$ cat config.mk
export PLATFORM = sky130hd
export DESIGN_NAME = timer_irq_flat
export DESIGN_NICKNAME = d
export VERILOG_FILES = /design/src/rtl/timer_irq_pkg.sv /design/src/rtl/timer_irq_if.sv /design/src/rtl/timer_irq_tick_prescaler.sv /design/src/rtl/timer_irq.sv /design/src/flat_wrapper.sv
export SDC_FILE = /design/constraint.sdc
export NUM_CORES = 1
export LEC_CHECK = 0
export BUFFER_PORTS_ARGS = -buffer_cell sky130_fd_sc_hd__buf_2
export CORE_MARGIN = 1
export CORE_UTILIZATION = 49
export DETAILED_ROUTE_END_ITERATION = 10
export PLACE_DENSITY_LB_ADDON = 0.15
export SLEW_MARGIN = 30
export SYNTH_ARGS = -nofsm -noshare
export SYNTH_HDL_FRONTEND = slang
export SYNTH_HIERARCHICAL = 1
export SYNTH_SLANG_ARGS = --single-unit
$ cat constraint.sdc
create_clock -name clk -period 2.5 [get_ports clk]
set_clock_uncertainty 0.2 [all_clocks]
set_input_delay 0.25 -clock clk [delete_from_list [all_inputs] [get_ports clk]]
set_output_delay 0.25 -clock clk [all_outputs]
set_load 0.005 [all_outputs]
$ cat src/rtl/timer_irq_pkg.sv
// Shared CPU-side definitions for the memory-mapped interval timer:
// register map, TCON bit positions and the word decoder.
package cpu_defs;

    localparam logic [31:0] TIMER_BASE = 32'h4000_0000;

    localparam logic [31:0] TH_OFS   = 32'd0;
    localparam logic [31:0] TL_OFS   = 32'd4;
    localparam logic [31:0] TCON_OFS = 32'd8;

    localparam int TCON_EN = 0;
    localparam int TCON_IE = 1;
    localparam int TCON_IS = 2;

    typedef enum logic [1:0] {
        SEL_NONE = 2'd0,
        SEL_TH   = 2'd1,
        SEL_TL   = 2'd2,
        SEL_TCON = 2'd3
    } reg_sel_e;

    // Field order makes the packed value line up with the TCON bit indices.
    typedef struct packed {
        logic is;
        logic ie;
        logic en;
    } tcon_t;

    function automatic reg_sel_e decode_word(input logic [31:0] base, input logic [29:0] word);
        logic [31:0] a;
        a = {word, 2'b00};
        if (a == ((base + TH_OFS) & 32'hFFFF_FFFC))   return SEL_TH;
        if (a == ((base + TL_OFS) & 32'hFFFF_FFFC))   return SEL_TL;
        if (a == ((base + TCON_OFS) & 32'hFFFF_FFFC)) return SEL_TCON;
        return SEL_NONE;
    endfunction

endpackage

$ cat src/rtl/timer_irq_if.sv
// Data-memory bus slice seen by the timer, plus the interrupt line it drives.
interface timer_irq_if;
    logic [31:0] addr;
    logic [31:0] wdata;
    logic        MemRead;
    logic        MemWrite;
    logic [31:0] rdata;
    logic        hit;
    logic        IRQ;

    // No valid/ready pair on this bus: a store (MemWrite with hit) is always
    // accepted and lands at the next rising edge; reads are combinational.
    modport master (
        output addr, wdata, MemRead, MemWrite,
        input  rdata, hit, IRQ
    );

    modport slave (
        input  addr, wdata, MemRead, MemWrite,
        output rdata, hit, IRQ
    );
endinterface

$ cat src/rtl/timer_irq_tick_prescaler.sv
// Divides the core clock into a one-cycle count tick every PRESCALE cycles
// while enabled; the phase counter sits at zero whenever disabled.
module tick_prescaler #(
    parameter int unsigned PRESCALE = 1
) (
    input  logic clk,
    input  logic reset,
    input  logic en,
    output logic tick
);
    localparam int unsigned   CW   = (PRESCALE > 1) ? $clog2(PRESCALE) : 1;
    localparam logic [CW-1:0] LAST = CW'(PRESCALE - 1);

    logic [CW-1:0] pcnt_q, pcnt_d;

    assign tick = en && (pcnt_q == LAST);

    always_comb begin
        pcnt_d = pcnt_q + CW'(1);
        if (!en || tick) pcnt_d = '0;
    end

    always_ff @(posedge clk or posedge reset) begin
        if (reset) pcnt_q <= '0;
        else       pcnt_q <= pcnt_d;
    end
endmodule

$ cat src/rtl/timer_irq.sv
// Memory-mapped interval timer: TH reload, TL counter, TCON control/status,
// with a level interrupt held until software clears IS or IE.
module timer_irq
    import cpu_defs::*;
#(
    parameter logic [31:0] BASE_ADDR = TIMER_BASE,
    parameter int unsigned PRESCALE  = 1
) (
    input logic        clk,
    input logic        reset,
    timer_irq_if.slave bus
);
    reg_sel_e    sel;
    logic        we;
    logic        tick;
    logic        ovf;
    logic [31:0] th_q, th_d;
    logic [31:0] tl_q, tl_d;
    tcon_t       tcon_q, tcon_d;
    logic        unused_bits;

    assign sel         = decode_word(BASE_ADDR, bus.addr[31:2]);
    assign bus.hit     = (sel != SEL_NONE);
    assign we          = bus.MemWrite && bus.hit;
    assign unused_bits = ^{bus.MemRead, bus.addr[1:0]};

    tick_prescaler #(
        .PRESCALE(PRESCALE)
    ) u_prescaler (
        .clk  (clk),
        .reset(reset),
        .en   (tcon_q.en),
        .tick (tick)
    );

    assign ovf = tick && (tl_q == 32'hFFFF_FFFF);

    // Stores override counting on TL; TH reload reads the pre-store value;
    // an overflow sets IS after any TCON store so the event is never lost.
    always_comb begin
        th_d   = th_q;
        tl_d   = tl_q;
        tcon_d = tcon_q;

        if (tick) tl_d = ovf ? th_q : tl_q + 32'd1;

        if (we && sel == SEL_TH) th_d = bus.wdata;
        if (we && sel == SEL_TL) tl_d = bus.wdata;
        if (we && sel == SEL_TCON) begin
            tcon_d.en = bus.wdata[TCON_EN];
            tcon_d.ie = bus.wdata[TCON_IE];
            tcon_d.is = bus.wdata[TCON_IS];
        end

        if (ovf) tcon_d.is = 1'b1;
    end

    always_ff @(posedge clk or posedge reset) begin
        if (reset) begin
            th_q   <= '0;
            tl_q   <= '0;
            tcon_q <= '0;
        end else begin
            th_q   <= th_d;
            tl_q   <= tl_d;
            tcon_q <= tcon_d;
        end
    end

    always_comb begin
        bus.rdata = '0;
        case (sel)
            SEL_TH:   bus.rdata = th_q;
            SEL_TL:   bus.rdata = tl_q;
            SEL_TCON: bus.rdata = {29'd0, tcon_q};
            default:  bus.rdata = '0;
        endcase
    end

    assign bus.IRQ = tcon_q.ie & tcon_q.is;
endmodule

$ cat src/flat_wrapper.sv
// flat-port wrapper written by rule: the top's interface ports become plain ports
module timer_irq_flat import cpu_defs::*;
#(
    parameter logic [31:0] BASE_ADDR = TIMER_BASE,
    parameter int unsigned PRESCALE  = 1
)
  (clk, reset, bus_addr, bus_wdata, bus_MemRead, bus_MemWrite, bus_rdata, bus_hit, bus_IRQ);
  timer_irq_if bus_i ();
  input logic clk;
  input logic reset;
  input wire logic [$bits(bus_i.addr)-1:0] bus_addr;
  input wire logic [$bits(bus_i.wdata)-1:0] bus_wdata;
  input wire logic [$bits(bus_i.MemRead)-1:0] bus_MemRead;
  input wire logic [$bits(bus_i.MemWrite)-1:0] bus_MemWrite;
  output wire logic [$bits(bus_i.rdata)-1:0] bus_rdata;
  output wire logic [$bits(bus_i.hit)-1:0] bus_hit;
  output wire logic [$bits(bus_i.IRQ)-1:0] bus_IRQ;
  assign bus_i.addr = bus_addr;
  assign bus_i.wdata = bus_wdata;
  assign bus_i.MemRead = bus_MemRead;
  assign bus_i.MemWrite = bus_MemWrite;
  assign bus_rdata = bus_i.rdata;
  assign bus_hit = bus_i.hit;
  assign bus_IRQ = bus_i.IRQ;
  timer_irq #(.BASE_ADDR(BASE_ADDR), .PRESCALE(PRESCALE)) u_core (.clk(clk), .reset(reset), .bus(bus_i));
endmodule
==> results of run 1 <==
==> worst paths after layout <==
kind,to,slack (ns),depth (start not counted)
min reg2reg,u_core/tcon_q[2],0.33,2
max in group asynchronous,u_core/tl_q[9],1.47,4
min in group clk,u_core/tcon_q[2],0.21,5
max reg2reg,u_core/tl_q[17],0.01,7
min,u_core/u_prescaler/pcnt_q,0.09,3
max,u_core/tl_q[17],0.01,7
==> registers in the layout, summed over array words and instances (netlist names) <==
name,cells
u_core/tl_q,32
u_core/u_prescaler/pcnt_q,1
u_core/th_q,32
u_core/tcon_q,3
==> layer usage <==
metal | global-route usage | vias up
li1 | - | 2011
met1 | 0.3793 | 2029
met2 | 0.4726 | 188
met3 | 0.04450 | 30
met4 | 0.1231 | 0
met5 | 0 | -
==> logic make-up after synthesis <==
logic type,after synthesis
and+or+nand+nor,154
AOI/OAI and AO/OA,115
DFF,68
muxes,48
buffers and inverters,46
xor gates and xnor gates,10
adders and majority gates,1
other,1
==> per-stage QoR <==
step | utilization | cells | total power, mW
after floorplan | - | 443 | 1.153
after global placement | 0.6219 | 674 | 1.223
after detailed placement | 0.6219 | 674 | 1.225
after CTS | 0.6880 | 726 | 2.068
after global routing | 0.6942 | 729 | 2.136
final | 0.6942 | 729 | 2.050
==> timing repair <==
action | CTS | global route
setup buffers | 2 | 3
endpoints found under the hold margin | 134 | 0
pin swaps | 3 | 6
hold buffers | 33 | 0
gates cloned | 1 | 0
gates resized for setup | 5 | 10
endpoints found under the setup margin | 10 | 21
==> worst register-to-register path: cells and delay by family (launching register included) <==
family | cells | cell delay (ns)
AO/OA/AOI/OAI | 1 | 0.14
adder cells (fa/ha/maj) | 1 | 0.17
buffers and inverters | 1 | 0.24
flip-flops | 1 | 0.40
multiplexers | 1 | 0.28
AND/OR/NAND/NOR | 3 | 0.97
==> layout by cell type (no fill, tap or decap), types with 3 or more instances in the layout <==
cell type	instances
sky130_fd_sc_hd__clkbuf_8	10
sky130_fd_sc_hd__dfrtp_1	67
sky130_fd_sc_hd__buf_2	98
sky130_fd_sc_hd__mux2_2	36
sky130_fd_sc_hd__nand3_1	20
sky130_fd_sc_hd__nand4_1	13
sky130_fd_sc_hd__o21ai_1	3
sky130_fd_sc_hd__dlygate4sd3_1	33
sky130_fd_sc_hd__clkinv_2	4
sky130_fd_sc_hd__inv_1	13
sky130_fd_sc_hd__buf_6	5
sky130_fd_sc_hd__nor4_1	14
sky130_fd_sc_hd__mux2i_1	11
sky130_fd_sc_hd__a22o_1	28
sky130_fd_sc_hd__nor3_1	16
sky130_fd_sc_hd__nand2_1	27
sky130_fd_sc_hd__a21oi_1	27
sky130_fd_sc_hd__a21o_1	9
sky130_fd_sc_hd__o211ai_1	5
sky130_fd_sc_hd__xnor2_1	7
sky130_fd_sc_hd__and4_1	3
sky130_fd_sc_hd__or3_1	4
sky130_fd_sc_hd__xor2_1	3
sky130_fd_sc_hd__nor2_1	31
sky130_fd_sc_hd__a31oi_1	7
sky130_fd_sc_hd__and2_1	3
sky130_fd_sc_hd__buf_4	57
sky130_fd_sc_hd__and3_1	4
sky130_fd_sc_hd__o21ai_0	17
==> where the power goes <==
group	leakage, nW	switching, mW	internal, mW	total, mW
registers	0.786	0.000715	1.10	1.10
logic	1.88	0.0621	0.0790	0.141
clock network	0.0889	0.428	0.380	0.808
==> final cells by class <==
| class | instances | area, sq um | area share |
|---|---|---|---|
| Clock buffer | 11 | 141.4 | 0.02479 |
| Clock inverter | 5 | 27.53 | 0.004826 |
| Inverter | 15 | 56.30 | 0.009871 |
| Multi-Input combinational cell | 330 | 2300 | 0.4032 |
| Sequential cell | 68 | 1703 | 0.2985 |
| Tap cell | 105 | 131.4 | 0.02303 |
| Timing Repair Buffer | 195 | 1345 | 0.2358 |
==> results_dict.tcl, run 1 <==
set metrics [dict create \
    status "finished clean" \
    cts_root_buffer "sky130_fd_sc_hd__clkbuf_8" \
    grt_antenna_before_repair 0 \
    die_area_sq_um 8827 \
    fmaxAchievable_ghz 0.4015 \
    antenna_cells_inserted 0 \
    core_region_area_sq_um 8217 \
    total_power_density_per_cell_area_nw_per_um2 359.4 \
    cp_top_family "simple AND/OR/NAND/NOR gates" \
    synth-compound-area-share 0.1909 \
    max_slew.worst_pin.slew_ns 0.5623 \
    filler_cell_count 685 \
    vias_per_cell 5.841 \
    drtPass1Iterations 5 \
    post-synth-top-area-cell "sky130_fd_sc_hd__dfrtp_1" \
    number_of_warnings_reported_in_the_yosys_synthesis_log 6 \
    gpl.final_weighted_congestion 0.8294 \
    pre_cts_slack_ns -0.06515 \
    num_vias 4258 \
    place.detailed.hpwl_mm 8.382 \
    drv_cap 0 \
    post_dp_cell_area_sq_um 5110 \
    layout-drive-gt1-share 0.3750 \
    synth_xor_area_frac 0.02114 \
    period_share 0.9962 \
    finalSetupViolations 0 \
    floorplan.rows 33 \
    buffer_ports.inserted 98 \
    ir_drop_uv 251.0 \
    drc_errors 0 \
    yosysUniqueCellTypes 56 \
    post-route-worst-setup-slack_ns 0.009527 \
    synth_top_area_share 0.4108 \
    met3WireLength_um 800 \
    vias_in_the_first_global_route 4148 \
    postSynthNetCount 512 \
    max_slew_margin 0.6217 \
    number_of_hold_violations_in_the_final_report 0 \
    htreeDepth 3 \
    synth_enable_flop_cells 0 \
    critPathLaunchType "register" \
    dominantRegCellSynth "sky130_fd_sc_hd__dfrtp_1" \
    ys_top_cells_by_count "68 x sky130_fd_sc_hd__dfrtp_1, 36 x sky130_fd_sc_hd__mux2_2, 31 x sky130_fd_sc_hd__nor2_1, 29 x sky130_fd_sc_hd__nand2_1, 28 x sky130_fd_sc_hd__a22o_1" \
    crit_chain "ha_4 > nand3_2 > or4_4 > nor3_2 > buf_4 > o221ai_1 > mux2_2" \
    synth_top_family_by_area "simple AND/OR/NAND/NOR gates" \
    post_synth_instance_area_sq_um 4143 \
    sinks_on_the_clock_net 68 \
    synthSimpleGateAreaFrac 0.1963 \
    leakage_nw 2.753 \
    grt_pass1_wl_mm 19.60 \
    path_clk_slew_ns 0.07 \
    synth.mux.area_fraction 0.1281 \
    gr-total-overflow 0 \
    area_growth_from_synthesis_to_layout_pct 37.69 \
    postSynth.asyncResetShare 1.000 \
    setup.worst_path.end_class "register" \
    grt_start_max_net_pins 68 \
    grt_setup_unrepaired "true" \
    critical-path-max-stage-delay_ns 0.53 \
    synth_adder_area_share 0.003020 \
    synth.most_common_cell "sky130_fd_sc_hd__dfrtp_1" \
    die_width_um 93.95 \
    syn-mean-instance-area_sq_um 9.352 \
    detail_route.wl_per_cell_um 16.46 \
    timing.final.crit_period_ns 2.490 \
    min-delay-path-class "in2async" \
    drt_wl_total_mm 12.00 \
    synthTopCellsByArea "sky130_fd_sc_hd__dfrtp_1 41%, sky130_fd_sc_hd__mux2_2 9.8%, sky130_fd_sc_hd__a22o_1 5.9%" \
    top_layer_used "met4" \
    inserted_clock_buffers 9 \
    fin_nets 688 \
    initialDrtViolationCount 285 \
    initial_utilization 0.5042 \
    met2_wirelength_mm 5.696 \
    final_design_area_no_fill_sq_um 5704 \
    drt-met1-wl_mm 5.240 \
    overall_die_height_um 93.95 \
    synthesis.instances 443 \
    path_max_fanout 8 \
    io_pins 102 \
    tritoncts_clock_tree "done" \
    critical_path.startpoint "u_core/tl_q[1]" \
    timing.rr.start "u_core/tl_q[1]" \
    max_buffers_root_to_sink 2 \
    synth_seq_cells 68 \
    timing.critical_path.arrival_ns 2.53 \
    worst_hold_margin_ns 0.08502 \
    cp_num_buf_inv 1 \
    gr-usage-all-layers 0.2889 \
    postRouteAntennaNets 0 \
    cpMaxStageDelayCell "sky130_fd_sc_hd__or4_4" \
    cp.required_ns 2.54 \
    timing.setup.tns_ns 0 \
    clkLatencyLatePin_ns 0.35 \
    timing_worst_setup_path_type "reg2reg" \
    drv_slew 0 \
    ys_seq_area_frac 0.4108 \
]
Power figures use the tool's default switching activity.
==> run 2, diff against run 1 <==
--- a/config.mk
+++ b/config.mk
@@ -6,7 +6,7 @@
 export NUM_CORES = 1
 export LEC_CHECK = 0
 export BUFFER_PORTS_ARGS = -buffer_cell sky130_fd_sc_hd__buf_2
-export CORE_MARGIN = 1
+export CORE_MARGIN = 3
 export CORE_UTILIZATION = 49
 export DETAILED_ROUTE_END_ITERATION = 10
 export PLACE_DENSITY_LB_ADDON = 0.15
==> run 2 against run 1 <==
  * The run now ends with setup timing left
  * Critical path type unchanged
  * Routed wire length decreased by 0.48%
  * Non-clock buffer count decreased by 4
  * Worst hold slack improved by 0.0083 ns
  * Clock-buffer cell count unchanged
  * First-iteration DRC count decreased by 20%
  * Final cell count decreased by 1.2%
  * Highest routed layer unchanged
  * Sequential share of layout area increased by 0.12 points
  * Global-route usage decreased by 3.5 points
  * Fmax decreased by 0.87%
  * Total power decreased by 2.4%
  * Sequential power about the same
==> results_dict.tcl, run 2 (synthesis results as in run 1) <==
set metrics [dict create \
    final_design_area_no_fill_sq_um 5680 \
    drv_cap 0 \
    cpMaxStageDelayCell "sky130_fd_sc_hd__or4_4" \
    grt_pass1_wl_mm 20.18 \
    place.detailed.hpwl_mm 8.462 \
    post_dp_cell_area_sq_um 5104 \
    sinks_on_the_clock_net 68 \
    ff2ff_setup_slack_ns -0.01 \
    worstRegToRegCells 7 \
    inserted_clock_buffers 9 \
    clkLatencyLatePin_ns 0.34 \
    cp_num_buf_inv 0 \
    filler_cell_count 652 \
    drc_errors 0 \
    crit_chain "ha_4 > nand3_2 > or4_4 > or3_4 > mux2_4 > mux2i_1 > a21oi_1" \
    gr-total-overflow 0 \
    max_slew_margin 0.6058 \
    initialDrtViolationCount 228 \
    multi_input_area_sq_um 2313 \
    cell_internal_pwr_mw 1.551 \
    core_region_area_sq_um 7968 \
    drv_slew 0 \
    htreeDepth 3 \
    vias_in_the_first_global_route 4201 \
    max_buffers_root_to_sink 2 \
    grt_setup_unrepaired "true" \
    final_cell_mix "98 x sky130_fd_sc_hd__buf_2, 67 x sky130_fd_sc_hd__dfrtp_1, 53 x sky130_fd_sc_hd__buf_4, 36 x sky130_fd_sc_hd__mux2_2, 33 x sky130_fd_sc_hd__dlygate4sd3_1" \
    power.share.clock 0.380 \
    timing.critical_path.arrival_ns 2.52 \
    overall_die_height_um 97.95 \
    total_power_density_per_cell_area_nw_per_um2 352.4 \
    cp_top_family "simple AND/OR/NAND/NOR gates" \
    layout-drive-gt1-share 0.3738 \
    antenna_cells_inserted 0 \
    period_share 1.005 \
    power.share.combinational 0.070 \
    drt_wl_total_mm 11.94 \
    layout_commonest_cell "sky130_fd_sc_hd__buf_2" \
    fin_nets 684 \
    ff_latch_area_sq_um 1703 \
    path_clk_slew_ns 0.07 \
    ir_drop_uv 237.6 \
    gpl.final_weighted_congestion 0.8663 \
    power.share.sequential 0.550 \
    grt_antenna_before_repair 0 \
    number_of_hold_violations_in_the_final_report 0 \
    critPathLaunchType "register" \
    status "finished, violations left" \
    finalSetupViolations 1 \
    timing.setup.tns_ns -0.01231 \
    vias_per_cell 5.819 \
    cts_root_buffer "sky130_fd_sc_hd__clkbuf_8" \
    num_vias 4190 \
    min-delay-path-class "in2async" \
    violations "setup timing" \
    switching_share 0.2253 \
    post-route-worst-setup-slack_ns -0.01231 \
    floorplan.rows 32 \
    grt_start_max_net_pins 45 \
    timing.rr.start "u_core/tl_q[1]" \
    power_switching_uw 451.1 \
    gr-usage-all-layers 0.2540 \
    fmaxAchievable_ghz 0.3980 \
    path_max_fanout 5 \
    reg_top3 "u_core/th_q x32, u_core/tl_q x32, u_core/tcon_q x3" \
    design_power_total_mw 2.002 \
    max_slew.worst_pin.slew_ns 0.5858 \
    drtPass1Iterations 5 \
    io_pins 102 \
    die_area_sq_um 9594 \
    setup.worst_path.end_class "register" \
    cp.required_ns 2.50 \
    die_width_um 97.95 \
    timing.final.crit_period_ns 2.512 \
    critical-path-max-stage-delay_ns 0.52 \
    timing_worst_setup_path_type "reg2reg" \
    critical_path.reg2reg.endpoint "u_core/tl_q[11]" \
    area_growth_from_synthesis_to_layout_pct 37.12 \
    buffer_ports.inserted 98 \
    initial_utilization 0.5199 \
    tritoncts_clock_tree "done" \
    leakage_nw 2.732 \
    postRouteAntennaNets 0 \
    detail_route.wl_per_cell_um 16.59 \
]
==> run 2: stage by stage <==
stage | setup slack (ns) | hold slack (ns) | util | std cells
finish | -0.01231 | 0.09335 | 0.7129 | 720
global route | -0.06788 | 0.1178 | 0.7129 | 720
CTS | -0.01043 | 0.08881 | 0.7056 | 719
detailed placement | -0.06632 | -0.09784 | 0.6405 | 669
global placement | -0.008817 | -0.1007 | 0.6405 | 669
floorplan | -0.1610 | -0.2213 | - | 443
==> run 2: power groups by stage <==
stage	clock (mW)	sequential [mW]	combinational (mW)
6_report	0.761	1.10	0.140
5_1_grt	0.832	1.10	0.156
4_1_cts	0.776	1.10	0.141
3_5_place_dp	0	1.12	0.101
3_3_place_gp	0	1.12	0.0992
2_1_floorplan	0	1.12	0.0303
==> run 2: how the worst max path moves through the flow <==
stage	from	endpoint	slack, ns	cells after the start
CTS	u_core/tl_q[1]	u_core/tl_q[11]	-0.01	7
floorplan	u_core/tl_q[0]	u_core/tl_q[11]	-0.16	9
global route	u_core/tl_q[1]	u_core/tl_q[13]	-0.07	7
detailed placement	u_core/tl_q[1]	u_core/tl_q[11]	-0.07	7
global placement	u_core/tl_q[1]	u_core/tl_q[11]	-0.009	7
finish	u_core/tl_q[1]	u_core/tl_q[11]	-0.01	7
==> run 2: area by class of cell <==
| class | instances | area share |
|---|---|---|
| Multi-Input combinational cell | 330 | 0.4073 |
| Clock inverter | 3 | 0.002643 |
| Inverter | 15 | 0.009912 |
| Sequential cell | 68 | 0.2998 |
| Timing Repair Buffer | 191 | 0.2330 |
| Clock buffer | 11 | 0.02489 |
| Tap cell | 102 | 0.02247 |
==> run 2: what timing repair did <==
| item | in CTS | in global routing |
|---|---|---|
| hold buffers | 33 | 0 |
| setup buffers | 2 | 1 |
| gates resized for setup | 3 | 14 |
| pin swaps | 2 | 9 |
| endpoints found under the setup margin | 8 | 21 |
| hold endpoints to repair | 88 | 0 |
| gates cloned | 1 | 0 |
==> run 2: worst register-to-register path, stage by stage (launching register included) <==
cell and delay [ns]:
sky130_fd_sc_hd__dfrtp_1 0.41, sky130_fd_sc_hd__ha_4 0.18, sky130_fd_sc_hd__nand3_2 0.08, sky130_fd_sc_hd__or4_4 0.52, sky130_fd_sc_hd__or3_4 0.45, sky130_fd_sc_hd__mux2_4 0.31
sky130_fd_sc_hd__mux2i_1 0.13, sky130_fd_sc_hd__a21oi_1 0.09
==> run 2: per-layer routing <==
metal	part of all wire	wire (um)	track usage	vias up
li1	-	-	-	2003
met1	0.43	5177	0.3433	1992
met2	0.47	5629	0.3990	169
met3	0.073	875	0.05500	26
met4	0.022	261	0.09904	0
met5	0	0	0	-
